==> config.mk <==
export PLATFORM = sky130hd
export DESIGN_NAME = apb_config_master
export DESIGN_NICKNAME = d
export VERILOG_FILES = /design/src/rtl/apb_pkg.sv /design/src/rtl/apb_config_master.sv
export SDC_FILE = /design/constraint.sdc
export NUM_CORES = 1
export LEC_CHECK = 0
export ABC_AREA = 1
export CAP_MARGIN = 20
export CELL_PAD_IN_SITES_DETAIL_PLACEMENT = 1
export CELL_PAD_IN_SITES_GLOBAL_PLACEMENT = 2
export CORE_ASPECT_RATIO = 1.25
export CORE_UTILIZATION = 31
export CTS_CLUSTER_SIZE = 40
export DETAILED_ROUTE_END_ITERATION = 6
export DONT_BUFFER_PORTS = 1
export PLACE_DENSITY = 0.74
export SYNTH_ARGS = -nofsm -noshare
export SYNTH_HDL_FRONTEND = slang
export SYNTH_SLANG_ARGS = --single-unit
==> constraint.sdc <==
create_clock -name pclk -period 4.6 [get_ports pclk]
set_clock_uncertainty 0.2 [all_clocks]
set_input_delay 0.92 -clock pclk [delete_from_list [all_inputs] [get_ports pclk]]
set_output_delay 0.92 -clock pclk [all_outputs]
set_load 0.005 [all_outputs]
==> src/rtl/apb_pkg.sv <==
// apb_pkg: shared state encoding and default bus widths for the APB config master.
//   apb_state_e : IDLE, SETUP, ACCESS, RESP
//   APB_ADDR_W  : default APB address width
//   APB_DATA_W  : default APB data width
package apb_pkg;
   typedef enum logic [1:0] {IDLE, SETUP, ACCESS, RESP} apb_state_e;
   localparam int APB_ADDR_W = 32;
   localparam int APB_DATA_W = 32;
endpackage

==> src/rtl/apb_config_master.sv <==
// apb_config_master: single-outstanding APB3 requester bridging a valid/ready host port.
//   pclk, preset                        : clock, asynchronous active-high reset
//   req_valid/req_ready/req_write/
//   req_addr/req_wdata                  : host request channel
//   rsp_valid/rsp_ready/rsp_rdata/
//   rsp_err                             : host response channel
//   paddr/psel/penable/pwrite/pwdata    : APB3 requester drive
//   prdata/pready/pslverr               : APB3 completer response
// Optional build macro APB_MASTER_TIMEOUT_EN adds an ACCESS-phase wait limit of
// TIMEOUT_CYCLES cycles that ends the transfer with rsp_err=1.
module apb_config_master
   import apb_pkg::*;
#(
   parameter int ADDR_W         = APB_ADDR_W,
   parameter int DATA_W         = APB_DATA_W,
   parameter int TIMEOUT_CYCLES = 256
) (
   input  logic              pclk,
   input  logic              preset,
   input  logic              req_valid,
   output logic              req_ready,
   input  logic              req_write,
   input  logic [ADDR_W-1:0] req_addr,
   input  logic [DATA_W-1:0] req_wdata,
   output logic              rsp_valid,
   input  logic              rsp_ready,
   output logic [DATA_W-1:0] rsp_rdata,
   output logic              rsp_err,
   output logic [ADDR_W-1:0] paddr,
   output logic              psel,
   output logic              penable,
   output logic              pwrite,
   output logic [DATA_W-1:0] pwdata,
   input  logic [DATA_W-1:0] prdata,
   input  logic              pready,
   input  logic              pslverr
);
   apb_state_e        state_q, state_d;
   logic [ADDR_W-1:0] addr_q;
   logic [DATA_W-1:0] wdata_q, rdata_q;
   logic              write_q, err_q, timeout, done;
`ifdef APB_MASTER_TIMEOUT_EN
   localparam int CNT_W = $clog2(TIMEOUT_CYCLES + 1);
   logic [CNT_W-1:0] cnt_q;
   // Fires on the TIMEOUT_CYCLES-th ACCESS cycle that still sees pready low.
   assign timeout = (state_q == ACCESS) && !pready && (cnt_q == CNT_W'(TIMEOUT_CYCLES - 1));
   always_ff @(posedge pclk or posedge preset)
      if (preset) cnt_q <= '0;
      else if (state_q == SETUP) cnt_q <= '0;
      else if (state_q == ACCESS && !pready) cnt_q <= cnt_q + CNT_W'(1);
`else
   // TIMEOUT_CYCLES is a positive limit, so this is constant 0: ACCESS waits for pready.
   assign timeout = (TIMEOUT_CYCLES < 0);
`endif
   assign done = (state_q == ACCESS) && (pready || timeout);
   always_comb begin
      state_d = (state_q == IDLE)   ? (req_valid ? SETUP : IDLE) :
                (state_q == SETUP)  ? ACCESS :
                (state_q == ACCESS) ? (done ? RESP : ACCESS) :
                                      (rsp_ready ? IDLE : RESP);
   end
   always_ff @(posedge pclk or posedge preset)
      if (preset) state_q <= IDLE;
      else state_q <= state_d;
   always_ff @(posedge pclk or posedge preset)
      if (preset) begin
         addr_q  <= '0;
         wdata_q <= '0;
         write_q <= 1'b0;
         rdata_q <= '0;
         err_q   <= 1'b0;
      end else begin
         if (state_q == IDLE && req_valid) begin
            addr_q  <= req_addr;
            write_q <= req_write;
            wdata_q <= req_write ? req_wdata : '0;
         end
         // Completion data is captured only on the pready (or timeout) cycle.
         if (done) begin
            err_q   <= pready ? pslverr : 1'b1;
            rdata_q <= (pready && !write_q && !pslverr) ? prdata : '0;
         end
      end
   assign req_ready = (state_q == IDLE);
   assign psel      = (state_q == SETUP) || (state_q == ACCESS);
   assign penable   = (state_q == ACCESS);
   assign rsp_valid = (state_q == RESP);
   assign paddr     = addr_q;
   assign pwrite    = write_q;
   assign pwdata    = wdata_q;
   assign rsp_rdata = rdata_q;
   assign rsp_err   = err_q;
endmodule

### After elaboration in Yosys (flattened, before gate mapping)

Cells that the tools add are included.

| storage, ports and cells | value |
|---|---|
| logic and storage cells | 26 |
| flip-flop bits (word level) | 100 |

| operators by class | value |
|---|---|
| equal/unequal tests | 3 |
| multiplexer cells | 9 |
| reduce and logical (&&, ||, !) cells | 8 |

Operator list:

| cell | count |
|---|---|
| 32-bit 2-to-1 mux | 2 |
| 2-bit 2-to-1 mux | 4 |
| 2-bit equality test (second input constant) | 2 |
| 1-bit logical AND | 4 |
| 1-bit 2-to-1 mux | 3 |
| 2-bit by 1-bit equality test with 1-bit output (second input constant) | 1 |
| 1-bit zero test | 2 |
| 2-bit zero test | 1 |
| 1-bit logical OR | 1 |

### Longest topological paths before layout

Gate-level depths: netlist of run 1.

| depth | value |
|---|---|
| depth after elaboration | 6 |
| gate-level depth with buffers | 8 |
| mapped depth without buffers | 6 |

### Least setup slack after synthesis of run 1

Ideal clock, no wire load.

| timing path | value |
|---|---|
| path kind | reg2out |
| start point | register state_q[1] |
| end point | output port psel |
| required time | 3480 ps |
| buffers on the path | 0 |
| stages on the path, launching flop included | 3 |
| arrival time | 711 ps |
| slack | 2769 ps |
| cell sequence | dfrtp_1 inv_1 ha_1 |

| between the ends | value |
|---|---|
| word-level cells in the longest chain between the ends | 2 |
| elaborated cells between the ends (all ways) | 3 |
| classes of those cells | eq/ne (2); reduce/logical (1) |

Ends and longest elaborated chain:

| what | line | RTL |
|---|---|---|
| start: declaration | apb_config_master.sv:38 | `apb_state_e state_q, state_d;` |
| start signal: assignment | apb_config_master.sv:64 | `else state_q <= state_d;` |
| 2-bit by 1-bit equality test with 1-bit output / 2-bit equality test (equally long branches) | apb_config_master.sv:85 | `assign psel = (state_q == SETUP) \|\| (state_q == ACCESS);` |
| 1-bit logical OR (*) | apb_config_master.sv:85 |  |
| end: declaration | apb_config_master.sv:30 | `output logic psel,` |

Mark *: on every way between the ends. The rest lies on a longest branch, timed or not.

### Final worst setup path of run 1

| timing path | value |
|---|---|
| start point | register state_q[0] |
| end point | register addr_q[20], in the netlist paddr[20] |

| between the ends | value |
|---|---|
| word-level cells in the longest chain between the ends | 2 |

Ends and longest elaborated chain:

| what | line | RTL |
|---|---|---|
| 2-bit zero test | n/a |  |
| named net req_ready | apb_config_master.sv:21 | `output logic req_ready,` |
| 1-bit logical AND | apb_config_master.sv:73 | `if (state_q == IDLE && req_valid) begin` |
| end signal: assignment | apb_config_master.sv:74 | `addr_q <= req_addr;` |
| end: declaration | apb_config_master.sv:39 | `logic [ADDR_W-1:0] addr_q;` |

The timed path passes the listed nets, and every way through them passes these cells.
A chain may end at the register's enable or synchronous reset.

==> results of run 1 <==
critical path, stage by stage, from the launching register on:
cell and delay [ns]:
dfrtp_1 0.41, inv_1 0.12, ha_1 0.28, nand2_2 0.54
inv_2 0.67, nand2_1 0.12, nand2_1 0.09
layout make-up:
type,count,area (um^2)
well taps,171,214.0
clock buffers,10,229.0
repair buffers,5,70.07
fillers,1582,8544
inverters,39,148.9
clock inverters,6,86.33
flip-flops and latches,100,2502
multi-input cells,340,1378
sequential cells by signal (all words and copies together) (netlist names):
signal,cells
paddr,32
pwdata,32
rsp_rdata,32
state_q,2
pwrite,1
rsp_err,1
cell usage after synthesis, drive strengths merged:
cell type    n
o21ai       34
ha           4
clkbuf       2
nor2        34
nand3        1
inv         39
nand2      267
buf         25
dfrtp      100
where the power goes:
group / internal [mW] / switching, mW
registers: 1.26 / 0.333
clock network: 0.477 / 0.330
logic: 0.229 / 0.425
total: 1.97 / 1.09
worst max-delay path by stage:
stage / depth (start not counted) / to / slack (ns)
5_1_grt: 6 / paddr[20] / 1.79
3_3_place_gp: 4 / paddr[30] / 2.02
4_1_cts: 6 / paddr[9] / 2.00
2_1_floorplan: 1 / paddr[0] / 0.86
6_report: 6 / paddr[20] / 2.07
3_5_place_dp: 3 / pwdata[31] / 1.96
logic make-up after synthesis:
kind of cell             count (synthesis)  synth area share
AND/OR/NAND/NOR                        302            0.2765
flip-flops                             100            0.5992
buffers and inverters                   66           0.07160
AO/OA/AOI/OAI                           34           0.04074
adder cells (fa/ha/maj)                  4           0.01198
routing by layer:
metal	routed length (um)	GRT usage	up-vias
met5	0	0	-
met4	203	0.06327	0
met3	1056	0.06772	15
met2	4830	0.2397	142
met1	4343	0.1823	1423
li1	-	-	1476
metrics by stage:
step | util | instance area, um^2 | worst slack [ns]
2_1_floorplan | - | 4177 | 0.8612
3_3_place_gp | 0.3238 | 4265 | 2.019
6_report | 0.3513 | 4628 | 2.068
5_1_grt | 0.3513 | 4628 | 1.789
4_1_cts | 0.3493 | 4601 | 1.999
3_5_place_dp | 0.3253 | 4285 | 1.956
==> results.toml, run 1 <==
[synthesis]
yosys.cell_types.count = 15
synth_seq_cells = 100
synth.cell_area_mm2 = 0.004177
synth_area_leader_cell = "dfrtp_1"
syn_inst = 506
ys_seq_area_frac = 0.5992
synth.top_cell.area_share = 0.5992
synth_fp_nets = 613
synthTopCellsByArea = "dfrtp_1 (60%), nand2_1 (24%), o21ai_0 (4.0%)"
ys_warn_count = 0
synth_area_per_cell_um2 = 8.254

[critical_path]
r2r_start = "state_q[0]"
cp-start-kind = "flip-flop"
critPathMaxFanout = 48
worstPathArrival_ns = 2.61
crit_type = "reg2reg"
rrSetupSlack_ns = 2.07
reg2reg_depth = 6
r2r-end = "paddr[20]"
startpoint = "state_q[0]"
endpoint_kind = "flip-flop"
worstPathRequired_ns = 4.67

[sta]
setup_violations = 0
post-route-period-util = 0.5505
tightest_slew_ns = 0.8589
rsz0062_at_grt = "false"
relSlewSlack = 0.4254
fmax_ghz = 0.3949
setup_tns_ns = 0
finalHoldViolCount = 0
slew_viol_final = 0
fin_crit_ns = 2.532
hold_ws_ns = 0.1741

[run_status]
outcome = "finished clean"

[routing]
dr.first_iter.drc_count = 148
dr.pass1.iters = 4
routedWlPerCell_um = 15.55
vias = 3056
drc_errors = 0
routed_wl_um = 10430
vias_per_cell = 4.554
antenna_left = 0

[final_layout]
final_common_cell = "nand2_1"
drive_gt1_frac = 0.06200
final_cell_mix = "nand2_1 (265), dfrtp_1 (100), inv_1 (37), o21ai_0 (33), nor2_1 (27)"
nNetsFinal = 602
synthToLayoutAreaGrowth_pct = 10.81
final_cells = 671
n_antenna_cell = 0

[global_routing]
grt_pass1_wl_um = 16780
grt_max_degree = 82
grt_usage = 0.1528
gr-total-overflow = 0
first_global_vias = 3290
grt_antenna_before_repair = 0

[floorplan]
io-pin-count = 205
die_y_um = 131.8
dieArea_mm2 = 0.01394
die_w_um = 105.8
row_count = 47
start_util = 0.3171
core_mm2 = 0.01317

[clocking]
holdBufCountCts = 0
cts_root_buf = "clkbuf_16"
clock-sinks = 100
clk_latency_ns = 0.34
cts-buffers-inserted = 9
clk_transition_reported_paths_ns = 0.07
cts_tree = "yes"
cts_buffer_depth = 2
h-tree-depth = 3
cts_resized = 0
cts_setup_buffers = 0

[min_path]
hold_path.class = "in2async"

[power]
p_leak_nw = 2.539
power.density_mw_per_mm2 = 659.8
total_power_mw = 3.054
ir_drop_mv = 0.2682

[placement]
gp_congestion = 0.6773
hpwl_um = 7263
post-place-cells = 654
port_buffers = 0

[job]
cap_violations = 0
No activity file was read; power rests on OpenSTA's default activity.
==> run 2, diff against run 1 <==
--- a/config.mk
+++ b/config.mk
@@ -5,7 +5,7 @@
 export SDC_FILE = /design/constraint.sdc
 export NUM_CORES = 1
 export LEC_CHECK = 0
-export ABC_AREA = 1
+export ABC_AREA = 0
 export CAP_MARGIN = 20
 export CELL_PAD_IN_SITES_DETAIL_PLACEMENT = 1
 export CELL_PAD_IN_SITES_GLOBAL_PLACEMENT = 2
@@ -14,7 +14,7 @@
 export CTS_CLUSTER_SIZE = 40
 export DETAILED_ROUTE_END_ITERATION = 6
 export DONT_BUFFER_PORTS = 1
-export PLACE_DENSITY = 0.74
+export PLACE_DENSITY = 0.67
 export SYNTH_ARGS = -nofsm -noshare
 export SYNTH_HDL_FRONTEND = slang
 export SYNTH_SLANG_ARGS = --single-unit
==> constraint.sdc (replaced) <==
create_clock -name pclk -period 2.5 [get_ports pclk]
set_clock_uncertainty 0.2 [all_clocks]
set_input_delay 0.5 -clock pclk [delete_from_list [all_inputs] [get_ports pclk]]
set_output_delay 0.5 -clock pclk [all_outputs]
set_load 0.005 [all_outputs]
==> run 2 against run 1 <==
Effect of this change:
- cell area is 5.4% lower
- critical path type is now reg2out
- critical path depth down 3
- global-route usage is 0.47 points lower
- die area down 4.9%
- first-iteration DRC count fell by 65%
- register-to-register slack worse by 1.6 ns
- synthesized cell count is 40% lower
- cell count fell by 31%
- non-clock buffer count up 1
- clock power up 57%
- largest power group unchanged
- wire length shrank 5.5%
- worst hold slack got worse by 0.16 ns
==> results.toml, run 2 <==
[floorplan]
die_y_um = 128.5
core_mm2 = 0.01233
start_util = 0.3218
die_w_um = 103.2
io-pin-count = 205
row_count = 45
dieArea_mm2 = 0.01326

[final_layout]
synthToLayoutAreaGrowth_pct = 10.38
fillers = 1293
design_area_mm2 = 0.004379
nNetsFinal = 402
drive_gt1_frac = 0.1940
final_cell_mix = "dfrtp_1 (100), inv_1 (34), a22o_1 (32), nand4_1 (32), o21ai_0 (32)"
n_antenna_cell = 0
fin_util = 0.3552
final_common_cell = "dfrtp_1"

[clocking]
h-tree-depth = 3
cts-buffers-inserted = 9
cts_root_buf = "clkbuf_16"
clk_transition_reported_paths_ns = 0.06
holdBufCountCts = 0
clk_latency_ns = 0.33
clock-sinks = 100
cts_tree = "yes"
cts_resized = 0
cts_buffer_depth = 2
cts_setup_buffers = 0

[power]
switching_share = 0.3290
pwr-share-comb = 0.239
switchingPower_mw = 1.866
intPower_mw = 3.804
p_leak_nw = 1.943
power.density_mw_per_mm2 = 1295
pwr-share-seq = 0.537
ir_drop_mv = 0.4281
clkPwrFrac = 0.224

[synthesis]
synth.top_cell.area_share = 0.6307
yosysMostFrequentCell = "dfrtp_1"
synth_flop_cell = "dfrtp_1"
ys_seq_area_frac = 0.6307
synthTopCellsByArea = "dfrtp_1 (63%), a22o_1 (7.1%), mux2_4 (6.8%)"
syn_inst = 304
synth-edff-count = 0
synth_seq_cells = 100
ys_warn_count = 0
synth_fp_nets = 411
synth.cell_area_mm2 = 0.003968
synth_area_leader_cell = "dfrtp_1"
yosys.cell_types.count = 18
synth_area_per_cell_um2 = 13.05
async_reset_ff_frac = 1.000
synth_common_cells = "dfrtp_1 (100), inv_1 (35), a22o_1 (32), nand4_1 (32), o21ai_0 (32)"

[global_routing]
first_global_vias = 2721
gr-total-overflow = 0
grt_antenna_before_repair = 0
grt_usage = 0.1482
grt_pass1_wl_um = 14810
grt_max_degree = 56

[critical_path]
cp-start-kind = "flip-flop"
worstPathRequired_ns = 1.80
worstPathArrival_ns = 1.42
critPathMaxFanout = 35
endpoint_kind = "primary output"
crit_type = "reg2out"

[routing]
antenna_left = 0
drc_errors = 0
routed_wl_um = 9860
dr_wl_met2_um = 4596
dr.first_iter.drc_count = 52
route.met3.wl_um = 1125
highest_layer = "met4"
vias = 2471
vias_per_cell = 5.337
dr.pass1.iters = 5
routedWlPerCell_um = 21.30
drt-met1-wl_um = 3929

[sta]
relSlewSlack = 0.5243
setup_violations = 0
post-route-period-util = 0.8499
hold_ws_ns = 0.01450
slew_viol_final = 0
tightest_slew_ns = 0.7136
finalHoldViolCount = 0
fin_crit_ns = 2.125
rsz0062_at_grt = "false"
fmax_ghz = 0.4707
setup_tns_ns = 0

[placement]
dpl_cell_area_mm2 = 0.004113
gp_congestion = 0.7222
hpwl_um = 6761
port_buffers = 0

[job]
cap_violations = 0

[min_path]
hold_path.class = "in2async"

[run_status]
outcome = "finished clean"
## run 2: through the flow
stage / setup slack (ns) / power, mW / std cells
3_3_place_gp: 0.5317 / 4.378 / 448
2_1_floorplan: 0.6104 / 4.025 / 304
4_1_cts: 0.3193 / 5.777 / 463
6_report: 0.3753 / 5.670 / 463
3_5_place_dp: 0.4767 / 4.461 / 448
5_1_grt: 0.2428 / 6.085 / 463
## run 2: worst paths after layout
kind / start / to / slack, ns / depth (start not counted)
max in group asynchronous: preset / pwdata[11] / 1.55 / 2
worst max-delay path: state_q[1] / req_ready / 0.38 / 3
min in group pclk: prdata[28] / rsp_rdata[28] / 0.09 / 1
worst min register to register: rsp_rdata[11] / rsp_rdata[11] / 0.34 / 1
worst min-delay path: preset / rsp_rdata[7] / 0.01 / 2
worst max register to register: state_q[0] / rsp_rdata[3] / 0.50 / 4
## run 2: area by class of cell
cell class                      instances  area (um^2)  area share
Clock buffer                            9        225.2     0.05143
Clock inverter                          6        41.29    0.009429
Inverter                               35        135.1     0.03086
Multi-Input combinational cell        143         1200      0.2740
Sequential cell                       100         2502      0.5714
Tap cell                              164        205.2     0.04686
Timing Repair Buffer                    6        70.07     0.01600
## run 2: power groups by stage
stage	Sequential, mW	Clock (mW)	Combinational [mW]
6_report	3.05	1.27	1.35
5_1_grt	3.17	1.40	1.52
4_1_cts	3.07	1.33	1.38
3_5_place_dp	3.09	0	1.38
3_3_place_gp	3.07	0	1.31
2_1_floorplan	2.86	0	1.16
## run 2: routing by layer
metal  vias up  GRT usage
met5         -          0
met4         0    0.05882
met3        17    0.06844
met2       147     0.2361
met1      1261     0.1722
li1       1046          -
## run 2: cells by family after synthesis
kind of cell	share of synthesized area
AOI/OAI and AO/OA	0.1145
adders and majority gates	0.01261
buffers and inverters	0.06685
DFF	0.6307
muxes	0.1135
and+or+nand+nor	0.06181
## run 2: critical path: stages (launching register included)
cell     delay (ns)
dfrtp_1        0.43
inv_1          0.10
ha_1           0.18
buf_4          0.39
